File: config.mk
export PLATFORM = sky130hd
export DESIGN_NAME = sink_buffered
export DESIGN_NICKNAME = d
export VERILOG_FILES = /design/src/rtl/sink_buffered.sv
export SDC_FILE = /design/constraint.sdc
export NUM_CORES = 1
export LEC_CHECK = 0
export BUFFER_PORTS_ARGS = -buffer_cell sky130_fd_sc_hd__buf_2
export CORE_AREA = 2 2 76 78
export DETAILED_ROUTE_END_ITERATION = 7
export DIE_AREA = 0 0 78 80
export GPL_ROUTABILITY_DRIVEN = 0
export PLACE_DENSITY_LB_ADDON = 0.3
export SLEW_MARGIN = 20
export SYNTH_ARGS = -nofsm -noshare
export SYNTH_HDL_FRONTEND = slang
export SYNTH_SLANG_ARGS = --single-unit
File: constraint.sdc
create_clock -name clk -period 2.7 [get_ports clk]
set_clock_uncertainty 0.05 [all_clocks]
set_input_delay 0.405 -clock clk [delete_from_list [all_inputs] [get_ports clk]]
set_output_delay 0.405 -clock clk [all_outputs]
set_load 0.1 [all_outputs]
File: src/rtl/sink_buffered.sv
`default_nettype none

`ifndef SIZE
`define SIZE 8
`endif

// ============================================================================
//  Module   : sink_buffered
//  Purpose  : NoC traffic sink. It accepts flits over a two-phase req/ack
//             handshake, buffers them and drains them at a programmable rate.
//  Revision : 1.0
// ============================================================================
module sink_buffered #(
  parameter int ID           = 0,
  parameter int DEPTH        = 4,
  parameter int ADDR_W       = 2,
  parameter int DRAIN_PERIOD = 3,
  parameter int CHECK_DEST   = 1
) (
  input  logic              clk,
  input  logic              reset,
  input  logic              req,
  input  logic [`SIZE-1:0]  data,
  output logic              ack,
  output logic              out_valid,
  output logic [`SIZE-1:0]  out_data,
  output logic [ADDR_W:0]   level,
  output logic [7:0]        rx_count,
  output logic [7:0]        err_count
);

  localparam logic [ADDR_W:0]   C_DEPTH   = DEPTH[ADDR_W:0];
  localparam logic [ADDR_W:0]   C_LVL_ONE = {{ADDR_W{1'b0}}, 1'b1};
  localparam logic [ADDR_W-1:0] C_PTR_ONE = {{(ADDR_W-1){1'b0}}, 1'b1};
  localparam logic [`SIZE-1:0]  C_ID      = ID[`SIZE-1:0];

  logic [`SIZE-1:0]  r_mem [DEPTH];
  logic [ADDR_W-1:0] r_wr_ptr;
  logic [ADDR_W-1:0] r_rd_ptr;
  logic              r_req_seen;

  logic              w_tick;
  logic              w_accept;
  logic              w_drain;
  logic              w_mismatch;
  logic [`SIZE-1:0]  w_head;

  // Fullness is judged on the current level, so a same-cycle drain never frees a slot early.
  assign w_accept   = (req ^ r_req_seen) && (level < C_DEPTH);
  assign w_drain    = w_tick && (level != '0);
  assign w_head     = r_mem[r_rd_ptr];
  assign w_mismatch = (CHECK_DEST != 0) && (w_head != C_ID);

  generate
    if (DRAIN_PERIOD > 1) begin : g_div
      localparam int DIV_W = $clog2(DRAIN_PERIOD);
      localparam logic [DIV_W-1:0] C_LAST    = DIV_W'(DRAIN_PERIOD - 1);
      localparam logic [DIV_W-1:0] C_DIV_ONE = DIV_W'(1);
      logic [DIV_W-1:0] r_div;

      always_ff @(posedge clk or posedge reset) begin
        if (reset)
          r_div <= '0;
        else if (r_div == C_LAST)
          r_div <= '0;
        else
          r_div <= r_div + C_DIV_ONE;
      end

      assign w_tick = (r_div == C_LAST);
    end else begin : g_nodiv
      assign w_tick = 1'b1;
    end
  endgenerate

  // Storage carries no reset; occupancy is tracked by the pointers and level.
  always_ff @(posedge clk) begin
    if (w_accept)
      r_mem[r_wr_ptr] <= data;
  end

  always_ff @(posedge clk or posedge reset) begin
    if (reset) begin
      r_wr_ptr   <= '0;
      r_rd_ptr   <= '0;
      r_req_seen <= 1'b0;
      ack        <= 1'b0;
      out_valid  <= 1'b0;
      out_data   <= '0;
      level      <= '0;
      rx_count   <= '0;
      err_count  <= '0;
    end else begin
      out_valid <= w_drain;
      if (w_accept) begin
        r_wr_ptr   <= r_wr_ptr + C_PTR_ONE;
        r_req_seen <= req;
        ack        <= ~ack;
        if (rx_count != 8'hFF)
          rx_count <= rx_count + 8'd1;
      end
      if (w_drain) begin
        out_data <= w_head;
        r_rd_ptr <= r_rd_ptr + C_PTR_ONE;
        if (w_mismatch && (err_count != 8'hFF))
          err_count <= err_count + 8'd1;
      end
      case ({w_accept, w_drain})
        2'b10:   level <= level + C_LVL_ONE;
        2'b01:   level <= level - C_LVL_ONE;
        default: level <= level;
      endcase
    end
  end

`ifndef SYNTHESIS
  always_ff @(posedge clk) begin
    if (!reset && w_drain)
      $display("%0t sink %0d consumed %0h", $time, ID, w_head);
  end
`endif

endmodule

`default_nettype wire

==> metrics.csv <==
stage,metric,value,unit
die,die area,6240,um2
cts,CTS max path bufs,2,
setup_path,CP peak stage delay,630,ps
global_routing,Total GRT Usage,16.25,%
global_routing,vias in the first global route,1529,
global_routing,first-pass GRT wire length,7.486,mm
synthesis,top_reg_cell synth,dfrtp_1,
setup_path,Worst EP arrival,2630,ps
synthesis,Syn Area/Cell,15.78,um2
timing,setup tns final,0,ps
drt,"antenna viol nets, final",0,
setup_path,CP Cell Sequence,mux4_1 -> or4_4 -> nor2_4 -> or2_4 -> mux2_4,
drt,drt drc,0,
global_routing,initial antenna violation count,0,
drt,initial detailed-routing violation count,77,
synthesis,Synth Register Bits,68,
status,outcome,"complete, no violations",
setup_path,crit path buf inv count,0,
synthesis,"EDFF count, synth",32,
timing,Max-slew headroom,67.37,%
synthesis,Synth Instances,179,
placed_design,DP HPWL,3.203,mm
die,die width,78,um
setup_path,Critical Path RT,2860,ps
setup_path,Worst setup SP type,flip-flop,
cts,CTS tree,built,
drt,Avg WL per Cell,14.68,um
worst_hold_path,Min-Delay Path Class,input port to asynchronous set/reset pin,
synthesis,"count leader, synth",dfrtp_1,
synthesis,"FFs w/ async S/R, synth",52.94,%
setup_path,crit path capture type,flip-flop,
timing,actual slew at the worst max-slew pin,492.8,ps
timing,fin crit share,91.44,%
global_routing,largest net degree at the start of global routing,25,
cts,cts hold-fix bufs,0,
final_layout,Nets,248,
synthesis,Mapped Area,2824,um2
synthesis,count of different cell masters after synthesis,34,
final_layout,n_diodes,0,
setup_path,CP top delay family,multiplexers,
synthesis,"top cells by area, synth","edfxtp_1, dfrtp_1, mux2_2, mux4_2, xor2_1",
drt,vias per cell,4.993,
cts,H-tree levels,3,
final_layout,layout cells sized above 1,36.05,%
timing,unrepaired setup endpoints after global routing,no,
final_layout,Fill cells,412,
flow_run,Max Cap Viol,0,
die,Core ar.,5405,um2
timing,Peak Freq,0.4050,GHz
timing,fin. max-slew vios,0,
cts,worst skew pair latency,330,ps
cts,CTS Buf Count,9,
placed_design,number of port buffers,39,
drt,Via Count,1523,
timing,Fin. Hold Viols,0,
synthesis,sequential fraction of the synthesis area,65.93,%
drt,Detailed Routing Iterations Pass 1,4,
timing,post-route minimum period,2469,ps
setup_path,"critical path fanouts, max",10,
synthesis,Syn. warnings,0,
cts,CTS Sinks,68,
synthesis,"top cells by count, synth","dfrtp_1, edfxtp_1, xor2_1, inv_1, mux2_2",
global_routing,remaining global-route overflow,0,
cts,clock slew at reported path FFs,70,ps
die,Starting Density,52.25,%
final_layout,area added between synthesis and finish,17.37,%
synthesis,dominant cell type by area after synthesis,edfxtp_1,
synthesis,Syn Nets,198,
timing,# setup viols final,0,
cts,CTS root buf,clkbuf_8,
die,die span in y,80,um
setup_path,Crit Path Category,flip-flop to flip-flop,
die,io pins,40,
final_layout,Multi-input gate area,907.1,um2
die,cell row count,27,
drt,WL final,4.478,mm
synthesis,share of the synthesized area in the top cell type,34.03,%
setup_path,Crit-path slowest cell,mux4_1,
final_layout,register area,1874,um2
## stage by stage
| stage | instance area, um2 | util (%) | instances | hold slack, ps | setup slack [ps] |
|---|---|---|---|---|---|
| after floorplan | 2835 | - | 179 | 361.4 | 40.51 |
| after global placement | 3133 | 57.96 | 290 | 386.0 | 138.9 |
| after detailed placement | 3133 | 57.96 | 290 | 388.8 | 69.84 |
| after CTS | 3313 | 61.30 | 305 | 19.26 | 59.05 |
| after global routing | 3314 | 61.32 | 305 | 61.99 | 142.3 |
| final | 3314 | 61.32 | 305 | 20.51 | 231.0 |
## area by class of cell
class | instances | share of cell area [%]
clock buffer | 9 | 3.737
multi-input combinational | 97 | 27.37
sequential | 68 | 56.55
tap | 72 | 2.718
clock inverter | 6 | 1.699
timing repair buffer | 43 | 6.795
inverter | 10 | 1.133
## worst paths after layout
path                                     startpoint                       end  slack [ps]  cells after the start
max                         r_rd_ptr[0]$_DFFE_PP0P_  err_count[1]$_DFFE_PP0P_         230                      5
min                                           reset  err_count[7]$_DFFE_PP0P_          20                      2
max reg2reg                 r_rd_ptr[0]$_DFFE_PP0P_  err_count[1]$_DFFE_PP0P_         230                      5
min reg2reg                g_div.r_div[1]$_DFF_PP0_  g_div.r_div[1]$_DFF_PP0_         400                      1
max in group asynchronous                     reset      level[2]$_DFFE_PP0P_        1880                      3
min in group clk                            data[7]     r_mem[3][7]$_DFFE_PP_         240                      1
## logic make-up (layout without fill, tap and decap cells)
kind of cell | after synthesis | after routing | synth area share [%]
and+or+nand+nor | 45 | 45 | 9.083
muxes | 21 | 21 | 12.18
DFF | 68 | 68 | 65.93
adders and majority gates | 8 | 8 | 3.810
buffers and inverters | 14 | 68 | 2.127
xor gates and xnor gates | 20 | 20 | 6.203
AOI/OAI and AO/OA | 3 | 3 | 0.6643
## registers in the layout, summed over array words and instances (netlist names)
register,flops
g_div.r_div,2
r_rd_ptr,2
err_count,8
r_wr_ptr,2
rx_count,8
ack,1
out_data,8
out_valid,1
level,3
r_req_seen,1
r_mem,32
## routing by layer
metal	global-route usage (%)	vias up	routed length, um
met5	0	-	0
met4	10.00	0	94
met3	3.507	9	166
met2	23.36	35	1995
met1	22.67	731	2222
li1	-	748	-
## timing repair
item                                    4_1_cts  5_1_grt
endpoints found under the setup margin        0        1
setup buffers                                 0        0
resized for setup                             0        1
## cells in the final DEF (no fill, tap or decap), types with 4 or more instances in the layout
master,instances
xor2_1,12
mux4_2,5
mux2_2,10
nand3_1,8
buf_2,39
inv_1,10
buf_4,4
nor2_1,6
dfrtp_1,32
ha_1,7
clkbuf_8,9
xnor2_1,8
and3_1,5
nand2_1,8
edfxtp_1,32
Power is not shown: default switching activity piles up to over one toggle a cycle in this logic, so the estimate is an artifact.
